$ cat config.mk
export PLATFORM = sky130hd
export DESIGN_NAME = io_stage
export DESIGN_NICKNAME = d
export VERILOG_FILES = /design/src/rtl/io_stage.sv
export SDC_FILE = /design/constraint.sdc
export NUM_CORES = 1
export LEC_CHECK = 0
export ABC_CLOCK_PERIOD_IN_PS = 2100
export BUFFER_PORTS_ARGS = -buffer_cell sky130_fd_sc_hd__clkbuf_2
export CAP_MARGIN = 20
export CELL_PAD_IN_SITES_DETAIL_PLACEMENT = 0
export CELL_PAD_IN_SITES_GLOBAL_PLACEMENT = 1
export CORE_UTILIZATION = 36
export DETAILED_ROUTE_END_ITERATION = 10
export GPL_TIMING_DRIVEN = 0
export PLACE_DENSITY = 0.93
export SYNTH_ARGS = -nofsm -noshare
export SYNTH_HDL_FRONTEND = slang
export SYNTH_SLANG_ARGS = --single-unit
$ cat constraint.sdc
create_clock -name clock -period 2.1 [get_ports clock]
set_input_delay 0.42 -clock clock [delete_from_list [all_inputs] [get_ports clock]]
set_output_delay 0.42 -clock clock [all_outputs]
set_load 0.01 [all_outputs]
$ cat src/rtl/io_stage.sv
// Memory-access (IO) stage of the five-stage MIPS core, sitting between EX and WB.
// It holds one instruction under a valid/allowin handshake and resolves the final
// result from either the ALU result or the synchronous data SRAM read data. SRAM
// data is captured into a local buffer if WB stalls during the load's first cycle.

package ex_stage_params;
    typedef logic [31:0] CpuData;
    typedef logic [4:0]  RegAddr;

    typedef struct packed {
        logic   valid;
        CpuData program_count;
        CpuData alu_result;
        RegAddr destination_register;
        logic   register_write;
        logic   result_is_from_memory;
    } EXToIOData;
endpackage

package io_stage_params;
    typedef struct packed {
        logic                   valid;
        ex_stage_params::CpuData program_count;
        ex_stage_params::RegAddr register_file_address;
        logic                   register_file_write_enabled;
        ex_stage_params::CpuData final_result;
    } IOToWBData;

    typedef struct packed {
        logic                   valid;
        ex_stage_params::RegAddr write_register;
        ex_stage_params::CpuData write_data;
    } IOToIDBackPassData;

    typedef struct packed {
        ex_stage_params::CpuData program_count;
        ex_stage_params::CpuData alu_result;
        ex_stage_params::RegAddr destination_register;
        logic                   register_write;
        logic                   result_is_from_memory;
    } IOPayload;
endpackage

module io_stage
    import ex_stage_params::*;
    import io_stage_params::*;
(
    input  logic              clock,
    input  logic              reset,
    input  EXToIOData         ex_to_io_bus,
    output logic              io_allowin,
    input  logic              wb_allowin,
    input  logic [31:0]       data_sram_rdata,
    output IOToWBData         io_to_wb_bus,
    output IOToIDBackPassData io_to_id_back_pass_bus
);

    logic        io_valid_q,          io_valid_d;
    IOPayload    io_payload_q,        io_payload_d;
    logic        first_cycle_q,       first_cycle_d;
    logic        load_buffer_valid_q, load_buffer_valid_d;
    logic [31:0] load_buffer_q,       load_buffer_d;

    logic        accept;
    CpuData      final_result;

    // Handshake, payload load on accept, and first-cycle load capture.
    always_comb begin
        io_allowin          = !io_valid_q || wb_allowin;
        accept              = io_allowin && ex_to_io_bus.valid;

        io_valid_d          = io_valid_q;
        io_payload_d        = io_payload_q;
        first_cycle_d       = 1'b0;
        load_buffer_valid_d = load_buffer_valid_q;
        load_buffer_d       = load_buffer_q;

        if (io_allowin) begin
            io_valid_d = ex_to_io_bus.valid;
        end

        if (accept) begin
            io_payload_d.program_count         = ex_to_io_bus.program_count;
            io_payload_d.alu_result            = ex_to_io_bus.alu_result;
            io_payload_d.destination_register  = ex_to_io_bus.destination_register;
            io_payload_d.register_write        = ex_to_io_bus.register_write;
            io_payload_d.result_is_from_memory = ex_to_io_bus.result_is_from_memory;
            first_cycle_d                      = 1'b1;
            load_buffer_valid_d                = 1'b0;
        end else if (io_valid_q && first_cycle_q &&
                     io_payload_q.result_is_from_memory && !wb_allowin) begin
            // SRAM data is only presented in the load's first cycle; keep it for the stall.
            load_buffer_d       = data_sram_rdata;
            load_buffer_valid_d = 1'b1;
        end
    end

    // Stage registers with synchronous reset.
    always_ff @(posedge clock) begin
        if (reset) begin
            io_valid_q          <= 1'b0;
            io_payload_q        <= '0;
            first_cycle_q       <= 1'b0;
            load_buffer_valid_q <= 1'b0;
            load_buffer_q       <= '0;
        end else begin
            io_valid_q          <= io_valid_d;
            io_payload_q        <= io_payload_d;
            first_cycle_q       <= first_cycle_d;
            load_buffer_valid_q <= load_buffer_valid_d;
            load_buffer_q       <= load_buffer_d;
        end
    end

    // Result select and output bus mapping.
    always_comb begin
        if (io_payload_q.result_is_from_memory) begin
            final_result = load_buffer_valid_q ? load_buffer_q : data_sram_rdata;
        end else begin
            final_result = io_payload_q.alu_result;
        end

        io_to_wb_bus.valid                       = io_valid_q;
        io_to_wb_bus.program_count               = io_payload_q.program_count;
        io_to_wb_bus.register_file_address       = io_payload_q.destination_register;
        io_to_wb_bus.register_file_write_enabled = io_payload_q.register_write;
        io_to_wb_bus.final_result                = final_result;

        io_to_id_back_pass_bus.valid          = io_valid_q && io_payload_q.register_write &&
                                                (io_payload_q.destination_register != 5'd0);
        io_to_id_back_pass_bus.write_register = io_payload_q.destination_register;
        io_to_id_back_pass_bus.write_data     = final_result;
    end

endmodule

# [Word-level counts from Yosys, hierarchy flattened]
# Cells that the tools add are included.
[classes] n_mul=0 magnitude_cmp=0 div_mod_pow=0 addsub=0 reduce_logical=12 n_shift=0 eq_ne=0 bitwise_logic=1 n_mux=3
[ops] op="$mux 32" count=2
[ops] op="$logic_and 1x1->1" count=6
[ops] op="$reduce_bool 5->1" count=1
[ops] op="$logic_not 1->1" count=2
[ops] op="$reduce_and 2->1" count=1
[ops] op="$reduce_or 2->1" count=1
[ops] op="$logic_or 1x1->1" count=1
[ops] op="$mux 1" count=1
[ops] op="$not 1->1" count=1
[totals] wordCells=25 mem_count=0 ramBits=0 romBits=0 register_bits=106 in_bits=107 out_inout_bits=110 latch_bits=0

# [Longest topological paths before layout]
# Gate-level depths: netlist of the first run.
[depth] ltp_word=5 mapped_depth=5 ltp_nobuf=4

# [Worst setup path before layout of the first run]
# Ideal clock, no wire load.
[synth_timing] path_kind="register to output" from="register io_payload_q[0] (netlist bit)" to="output port io_to_wb_bus[21] (netlist bit)" required_time_ns=1.680 arrival_ns=1.289 slack_ns=0.391 path_buffers=3 path_stages_with_launch=6 cell_sequence="dfxtp_1 buf_2 clkbuf_1 nor2_1 a21oi_1 buf_4"
[synth_lines] element="from (decl)" line="59" source="IOPayload io_payload_q, io_payload_d;"
[synth_lines] element="from (signal assigned)" line="108" source="io_payload_q <= io_payload_d;"
[synth_lines] element="to (decl)" line="54" source="output IOToWBData io_to_wb_bus,"

==> results.json, run 1 <==
{
  "mostFrequentLayoutCells": "clkbuf_2 (218), dfxtp_1 (105), buf_4 (79)",
  "critPathMaxFanout": 10,
  "gr-total-overflow": 0,
  "timing.final.crit_share_pct": 96.7,
  "path_common_cell": "buf_4",
  "pwr-share-seq_pct": 44.3,
  "worstMarginPinSlew_ns": 0.478,
  "maxSlewViolCount": 0,
  "cts-root-buf": "clkbuf_16",
  "yosysSeqAreaShare_pct": 46.4,
  "setup_violations": 0,
  "relSlewSlack_pct": 68.1,
  "regArea_sq_um": 2120,
  "drt_pass1_iterations": 4,
  "place_area_sq_um": 5860,
  "ys_ff_latch": 106,
  "cp.arrival_ns": 1.61,
  "finalWirelength_microns": 12400,
  "hp-start": "ex_to_io_bus[44]",
  "p_int_mw": 3.64,
  "cp_num_buf_inv": 4,
  "grt_pass1_wl_microns": 18900,
  "p_switching_mw": 1.23,
  "power_density_nw_per_um2": 773,
  "drv_cap": 0,
  "clkSinkCount": 106,
  "outcome": "finished, final reports clean",
  "grt_usage_pct": 18.8,
  "die_h_microns": 115,
  "clock_latency_ns": 0.35,
  "num_io_pins": 217,
  "ir_drop_mv": 0.343,
  "place_hpwl_microns": 9250,
  "slowest_delay_ns": 0.37,
  "p_leak_nw": 3.02,
  "cts_buffers": 9,
  "rsz0062_at_grt": "false",
  "fill_cells": 1184,
  "critPathKind": "flop to primary output",
  "vias": 4155,
  "fp.dieW_microns": 115,
  "min_to": "io_to_wb_bus[43]",
  "syn_inst": 493,
  "crit_cells": 6,
  "post_drt_via_cell_ratio": 4.66,
  "drc": 0,
  "portBuffers": 215,
  "area_delta_synth_final_pct": 37.8,
  "initial_core_util_pct": 37.4,
  "route.antenna.remaining_nets": 0,
  "reg2reg_from": "io_valid_q",
  "grt_pass1_vias": 3946,
  "h-tree-depth": 3,
  "finalHoldViolations": 0,
  "clk_path_buf_depth": 2,
  "r2r_setup_slack_ns": 0.55,
  "hold_depth": 2,
  "place_inst": 876,
  "core_sq_um": 12200,
  "wire_per_inst_microns": 13.9,
  "design.die.area_sq_um": 13200,
  "final_common_cell": "clkbuf_2",
  "fin_util_pct": 51.6,
  "antenna_found_initial": 0,
  "synth_area_per_cell_sq_um": 9.27,
  "fin_area_sq_um": 6300,
  "synth_warnings": 0,
  "path_clk_slew_ns": 0.07,
  "holdCritPathClass": "input pin to flop",
  "worstSetupEndpointType": "primary output",
  "grt_max_degree": 18,
  "rows": 40,
  "cp_slowest_cell": "dfxtp_2",
  "fin_setup_tns_ns": 0,
  "fmax_mhz": 492,
  "combPwrFrac_pct": 17.9,
  "crit_required_ns": 1.68,
  "startpoint_type": "flop",
  "cts_tree": "built",
  "multi_input_area_sq_um": 1750,
  "fin_cells": 892,
  "drive_above_1_share_pct": 48.1,
  "period_needed_ns": 2.03,
  "gp_congestion": 0.759,
  "switching_share_pct": 25.3,
  "finClkSkew_ns": 0.00563,
  "antennaDiodeCount": 0,
  "syn_area_sq_um": 4570,
  "cp_top_family": "buffers and inverters",
  "clkPwrFrac_pct": 37.8,
  "r2r.worst_path.cells": 5,
  "drt_iter0_drc": 186,
  "synth_cell_types": 19,
  "syn_nets": 600,
  "timing.rr.end": "io_to_wb_bus[50]",
  "nets": 826,
  "cp_cell_sequence": "buf_6 > buf_4 > nor2_1 > a21oi_1 > buf_4 > clkbuf_2"
}
[flip-flops by register name, summed over array words and instances, names as in the netlist]
signal,flops
io_payload_q,33
io_to_wb_bus,33
load_buffer_q,32
io_to_id_back_pass_bus,5
first_cycle_q,1
io_valid_q,1
load_buffer_valid_q,1
[final cells by class]
type | instances | area share (%)
Clock buffer | 10 | 3.79
Timing Repair Buffer | 215 | 17.1
Tap cell | 168 | 3.34
Clock inverter | 6 | 1.41
Sequential cell | 106 | 33.7
Inverter | 1 | 0.0596
Buffer | 113 | 12.9
Multi-Input combinational cell | 273 | 27.7
[repair_timing]
action / 4_1_cts / 5_1_grt
setup buffers: 0 / 0
resized for setup: 18 / 18
hold buffers: 0 / 0
setup endpoints to repair: 64 / 21
[cell families (layout without fill, tap and decap cells)]
family,after synthesis,after routing,share of synthesized area [%]
AO/OA/AOI/OAI,138,138,21.3
buffers and inverters,114,345,16.3
flip-flops,106,106,46.4
multiplexers,32,32,7.01
AND/OR/NAND/NOR,103,103,8.92
[routing by layer]
metal,wire length [microns],vias to the layer above,global-route usage (%)
met1,5560,1904,22.8
met2,5890,147,32.3
met3,739,14,4.34
li1,-,2090,-
met5,0,-,0
met4,187,0,7.53
[worst register-to-register path, delay by kind of cell (launching register included)]
family                 cells  cell delay (ns)
AO/OA/AOI/OAI              2             0.50
flip-flops                 1             0.41
buffers and inverters      2             0.39
AND/OR/NAND/NOR            1             0.19
[Yosys cell counts]
library cell,instances,share of area (%)
a21oi_1,64,7.0
a21oi_4,1,0.36
a22o_1,71,14
and2b_1,1,0.16
and4b_1,1,0.22
buf_1,2,0.16
buf_2,23,2.5
buf_4,77,13
clkbuf_1,11,0.90
dfxtp_1,106,46
inv_1,1,0.082
mux2i_1,32,7.0
nand2_1,64,5.3
nand4b_1,1,0.19
nor2_1,34,2.8
nor3b_1,1,0.16
o21a_1,1,0.16
o311a_1,1,0.22
or3_1,1,0.14
[how the worst max path moves through the flow]
stage	from	to	slack [ns]
after floorplan	io_payload_q[0]	io_to_wb_bus[21]	0.39
after global placement	io_payload_q[0]	io_to_wb_bus[28]	-0.004
after detailed placement	io_payload_q[0]	io_to_wb_bus[20]	0.009
after CTS	io_payload_q[0]	io_to_wb_bus[20]	0.02
after global routing	load_buffer_valid_q	io_to_wb_bus[9]	0.0006
final	io_payload_q[0]	io_to_wb_bus[29]	0.07
[power by group through the flow]
stage | Combinational (mW) | Clock [mW] | Sequential [mW]
after CTS | 0.871 | 1.89 | 2.16
after global routing | 0.948 | 1.96 | 2.17
after detailed placement | 0.864 | 0 | 2.20
final | 0.872 | 1.84 | 2.16
after global placement | 0.851 | 0 | 2.20
after floorplan | 0.511 | 0 | 2.18
[per-stage QoR]
| step | hold WS, ns | worst slack (ns) | power, mW |
|---|---|---|---|
| after floorplan | 0.436 | 0.391 | 2.69 |
| after global placement | 0.441 | -0.00442 | 3.05 |
| after detailed placement | 0.447 | 0.00936 | 3.06 |
| after CTS | 0.269 | 0.0220 | 4.91 |
| after global routing | 0.267 | 0.000630 | 5.08 |
| final | 0.278 | 0.0688 | 4.87 |
Note: power is estimated with default switching activity, not from simulation.
==> inputs of run 2 (changes only) <==
--- a/config.mk
+++ b/config.mk
@@ -10,10 +10,11 @@
 export CAP_MARGIN = 20
 export CELL_PAD_IN_SITES_DETAIL_PLACEMENT = 0
 export CELL_PAD_IN_SITES_GLOBAL_PLACEMENT = 1
+export CORE_MARGIN = 1.5
 export CORE_UTILIZATION = 36
 export DETAILED_ROUTE_END_ITERATION = 10
-export GPL_TIMING_DRIVEN = 0
 export PLACE_DENSITY = 0.93
+export SKIP_LAST_GASP = 1
 export SYNTH_ARGS = -nofsm -noshare
 export SYNTH_HDL_FRONTEND = slang
 export SYNTH_SLANG_ARGS = --single-unit
==> results.json, run 2 (synthesis results as in run 1) <==
{
  "ir_drop_mv": 0.323,
  "drc": 0,
  "nets": 723,
  "final_common_cell": "clkbuf_2",
  "cp.arrival_ns": 1.57,
  "cp_cell_sequence": "buf_12 > mux2i_1 > a21oi_1 > clkbuf_2",
  "wire_per_inst_microns": 13.9,
  "design.die.area_sq_um": 13400,
  "antenna_found_initial": 0,
  "crit_required_ns": 1.68,
  "holdWs_ns": 0.292,
  "cts_setup_buffers": 0,
  "vias": 3716,
  "worstMarginPinSlew_ns": 0.445,
  "startpoint_type": "flop",
  "fmax_mhz": 502,
  "finalWirelength_microns": 11000,
  "grt_max_degree": 61,
  "fp.dieW_microns": 116,
  "drt_pass1_iterations": 4,
  "finalHoldViolations": 0,
  "cp_slowest_cell": "dfxtp_2",
  "initial_core_util_pct": 37.4,
  "portBuffers": 216,
  "setup_violations": 0,
  "ctsResizeCount": 0,
  "finClkSkew_ns": 0.00613,
  "post_drt_via_cell_ratio": 4.71,
  "antennaDiodeCount": 0,
  "num_io_pins": 217,
  "cts-root-buf": "clkbuf_16",
  "drive_above_1_share_pct": 39.5,
  "critPathMaxFanout": 29,
  "route.antenna.remaining_nets": 0,
  "grt_pass1_wl_microns": 16900,
  "clk_path_buf_depth": 2,
  "cp_top_family": "flip-flops",
  "fin_ws_ns": 0.109,
  "drv_cap": 0,
  "die_h_microns": 116,
  "cts_buffers": 9,
  "grt_pass1_vias": 3497,
  "outcome": "finished, final reports clean",
  "clock_latency_ns": 0.33,
  "slowest_delay_ns": 0.43,
  "clkSinkCount": 106,
  "multi_input_area_sq_um": 1710,
  "cp_num_buf_inv": 2,
  "period_needed_ns": 1.99,
  "critPathKind": "flop to primary output",
  "rsz0062_at_grt": "false",
  "p_leak_nw": 2.50,
  "rows": 40,
  "maxSlewViolCount": 0,
  "fin_setup_tns_ns": 0,
  "timing.final.crit_share_pct": 94.8,
  "pre_cts_ws_ns": 0.389,
  "cts_tree": "built",
  "worstSetupEndpointType": "primary output",
  "core_sq_um": 12200,
  "grt_usage_pct": 16.1,
  "place_hpwl_microns": 7910,
  "relSlewSlack_pct": 70.3,
  "postCtsHoldBufs": 0,
  "gr-total-overflow": 0,
  "h-tree-depth": 3,
  "area_delta_synth_final_pct": 21.0,
  "drt_iter0_drc": 156,
  "holdCritPathClass": "input pin to flop",
  "power_density_nw_per_um2": 803,
  "path_clk_slew_ns": 0.08,
  "gp_congestion": 0.739,
  "fill_cells": 1219,
  "regArea_sq_um": 2120,
  "mostFrequentLayoutCells": "clkbuf_2 (216), dfxtp_1 (104), a22o_1 (71)"
}
[run 2: cell types whose count changed in the layout (fill, tap and decap cells not counted), sizes merged]
cell      delta
clkinvlp     -1
bufinv       -2
inv          +2
buf         -94
clkinv       +1
clkbuf       -9
[run 2: final timing paths]
path | depth (start not counted) | start | slack (ns) | endpoint
max | 4 | load_buffer_valid_q | 0.11 | io_to_id_back_pass_bus[1]
min | 2 | ex_to_io_bus[30] | 0.29 | io_payload_q[30]
max reg2reg | 5 | io_payload_q[0] | 0.46 | load_buffer_q[14]
min reg2reg | 2 | load_buffer_q[2] | 0.46 | load_buffer_q[2]
[run 2: area by class of cell]
class / count / area share [%]
Timing Repair Buffer: 225 / 21.7
Sequential cell: 106 / 38.4
Tap cell: 168 / 3.80
Clock inverter: 6 / 0.859
Multi-Input combinational cell: 273 / 30.9
Inverter: 1 / 0.0678
Clock buffer: 10 / 4.32
[run 2: metal layers]
metal,vias to the layer above,global-route usage (%),part of all wire (%)
met5,-,0,0
met4,0,5.28,1.2
met3,10,3.35,5.1
met2,124,28.4,49
met1,1704,19.6,45
li1,1878,-,-
[run 2: report_power, final]
group          switching, mW  leakage (nW)  internal [mW]  total, mW
registers             0.0572         0.868           2.10       2.16
clock network          0.766         0.140          0.851       1.62
logic                  0.363          1.49          0.308      0.671
[run 2: per-stage QoR]
step / instances / power, mW / utilization, % / area, sq um
floorplan: 493 / 2.69 / - / 4570
global placement: 773 / 2.87 / 43.0 / 5250
detailed placement: 773 / 2.88 / 43.0 / 5250
CTS: 789 / 4.49 / 45.3 / 5530
global route: 789 / 4.65 / 45.3 / 5530
finish: 789 / 4.45 / 45.3 / 5530
==> inputs of run 3 (changes only) <==
--- a/config.mk
+++ b/config.mk
@@ -5,7 +5,7 @@
 export SDC_FILE = /design/constraint.sdc
 export NUM_CORES = 1
 export LEC_CHECK = 0
-export ABC_CLOCK_PERIOD_IN_PS = 2100
+export ABC_CLOCK_PERIOD_IN_PS = 2400
 export BUFFER_PORTS_ARGS = -buffer_cell sky130_fd_sc_hd__clkbuf_2
 export CAP_MARGIN = 20
 export CELL_PAD_IN_SITES_DETAIL_PLACEMENT = 0
==> constraint.sdc (replaced) <==
create_clock -name clock -period 2.4 [get_ports clock]
set_input_delay 0.48 -clock clock [delete_from_list [all_inputs] [get_ports clock]]
set_output_delay 0.48 -clock clock [all_outputs]
set_load 0.01 [all_outputs]
==> results.json, run 3 (synthesis results as in run 1) <==
{
  "drt_iter0_drc": 135,
  "mostFrequentLayoutCells": "clkbuf_2 (216), dfxtp_1 (104), a22o_1 (71)",
  "fin_setup_tns_ns": 0,
  "period_needed_ns": 2.04,
  "clk_path_buf_depth": 2,
  "antenna_found_initial": 0,
  "cts_tree": "built",
  "p_leak_nw": 2.51,
  "critPathMaxFanout": 41,
  "drv_cap": 0,
  "worstMarginPinSlew_ns": 0.620,
  "cp.arrival_ns": 1.56,
  "fmax_mhz": 491,
  "cts_setup_buffers": 0,
  "setup_violations": 0,
  "gr-total-overflow": 0,
  "initial_core_util_pct": 37.4,
  "finalHoldViolations": 0,
  "fp.dieW_microns": 116,
  "vias": 3821,
  "ir_drop_mv": 0.359,
  "area_delta_synth_final_pct": 21.2,
  "regArea_sq_um": 2120,
  "relSlewSlack_pct": 58.5,
  "timing.final.crit_share_pct": 84.9,
  "die_h_microns": 116,
  "finClkSkew_ns": 0.00646,
  "wire_per_inst_microns": 14.0,
  "drt_pass1_iterations": 4,
  "rows": 40,
  "finalWirelength_microns": 11100,
  "grt_usage_pct": 16.1,
  "grt_max_degree": 52,
  "worstSetupEndpointType": "primary output",
  "design.die.area_sq_um": 13400,
  "portBuffers": 216,
  "h-tree-depth": 3,
  "crit_path_end": "io_to_id_back_pass_bus[17]",
  "multi_input_area_sq_um": 1710,
  "clock_latency_ns": 0.34,
  "cts-root-buf": "clkbuf_16",
  "power_density_nw_per_um2": 696,
  "maxSlewViolCount": 0,
  "r2r.worst_path.cells": 5,
  "crit_required_ns": 1.92,
  "timing.rr.end": "io_to_wb_bus[46]",
  "outcome": "finished, final reports clean",
  "final_common_cell": "clkbuf_2",
  "cts_buffers": 9,
  "startpoint": "io_payload_q[0]",
  "fill_cells": 1223,
  "post_drt_via_cell_ratio": 4.83,
  "critPathKind": "flop to primary output",
  "core_sq_um": 12200,
  "drive_above_1_share_pct": 39.6,
  "holdWs_ns": 0.349,
  "num_io_pins": 217,
  "r2r_setup_slack_ns": 0.75,
  "startpoint_type": "flop",
  "grt_pass1_vias": 3611,
  "postCtsHoldBufs": 0,
  "gp_congestion": 0.774,
  "route.antenna.remaining_nets": 0,
  "ctsResizeCount": 0,
  "grt_pass1_wl_microns": 16900,
  "clkSinkCount": 106,
  "reg2reg_from": "io_valid_q",
  "antennaDiodeCount": 0,
  "drc": 0,
  "rsz0062_at_grt": "false",
  "place_hpwl_microns": 8090,
  "path_clk_slew_ns": 0.07,
  "holdCritPathClass": "input pin to flop",
  "nets": 725
}
[run 3: metal layers]
metal	GRT usage [%]	share of wire, %	up-vias
met5	0	0	-
met4	6.99	1.2	0
met3	3.09	6.1	10
met2	28.6	51	144
met1	19.0	42	1780
li1	-	-	1887
[run 3: worst min-delay path by stage]
| stage | startpoint | end | slack [ns] | cells past startpoint |
|---|---|---|---|---|
| global placement | load_buffer_q[0] | load_buffer_q[0] | 0.44 | 2 |
| detailed placement | load_buffer_q[9] | load_buffer_q[9] | 0.45 | 2 |
| global route | ex_to_io_bus[41] | io_to_wb_bus[40] | 0.34 | 2 |
| finish | ex_to_io_bus[21] | io_payload_q[21] | 0.35 | 2 |
| floorplan | load_buffer_q[0] | load_buffer_q[0] | 0.44 | 2 |
| CTS | ex_to_io_bus[45] | io_to_wb_bus[44] | 0.33 | 2 |
[run 3: area by class of cell]
type / instances / share of cell area, %
Timing Repair Buffer: 227 / 21.9
Clock buffer: 9 / 4.07
Tap cell: 168 / 3.79
Inverter: 1 / 0.0678
Multi-Input combinational cell: 273 / 30.9
Clock inverter: 7 / 0.949
Sequential cell: 106 / 38.4
[run 3: power breakdown]
| group | total [mW] | switching (mW) | internal [mW] |
|---|---|---|---|
| logic | 0.595 | 0.321 | 0.273 |
| registers | 1.89 | 0.0491 | 1.84 |
| clock network | 1.37 | 0.661 | 0.711 |
[run 3: metrics by stage]
stage               std cells  setup WS, ns  instance area [sq um]  util (%)  power, mW
detailed placement        775         0.497                   5260      43.1       2.53
global route              791         0.243                   5540      45.4       4.03
finish                    791         0.362                   5540      45.4       3.85
global placement          775         0.563                   5260      43.1       2.51
CTS                       791         0.326                   5540      45.4       3.90
floorplan                 493         0.631                   4570         -       2.36
[run 3: critical path, cell delays in order, from the launching register on]
cell and delay, ns:
dfxtp_2 0.34, buf_4 0.36, nor2_1 0.09, a21oi_1 0.22
clkbuf_2 0.18
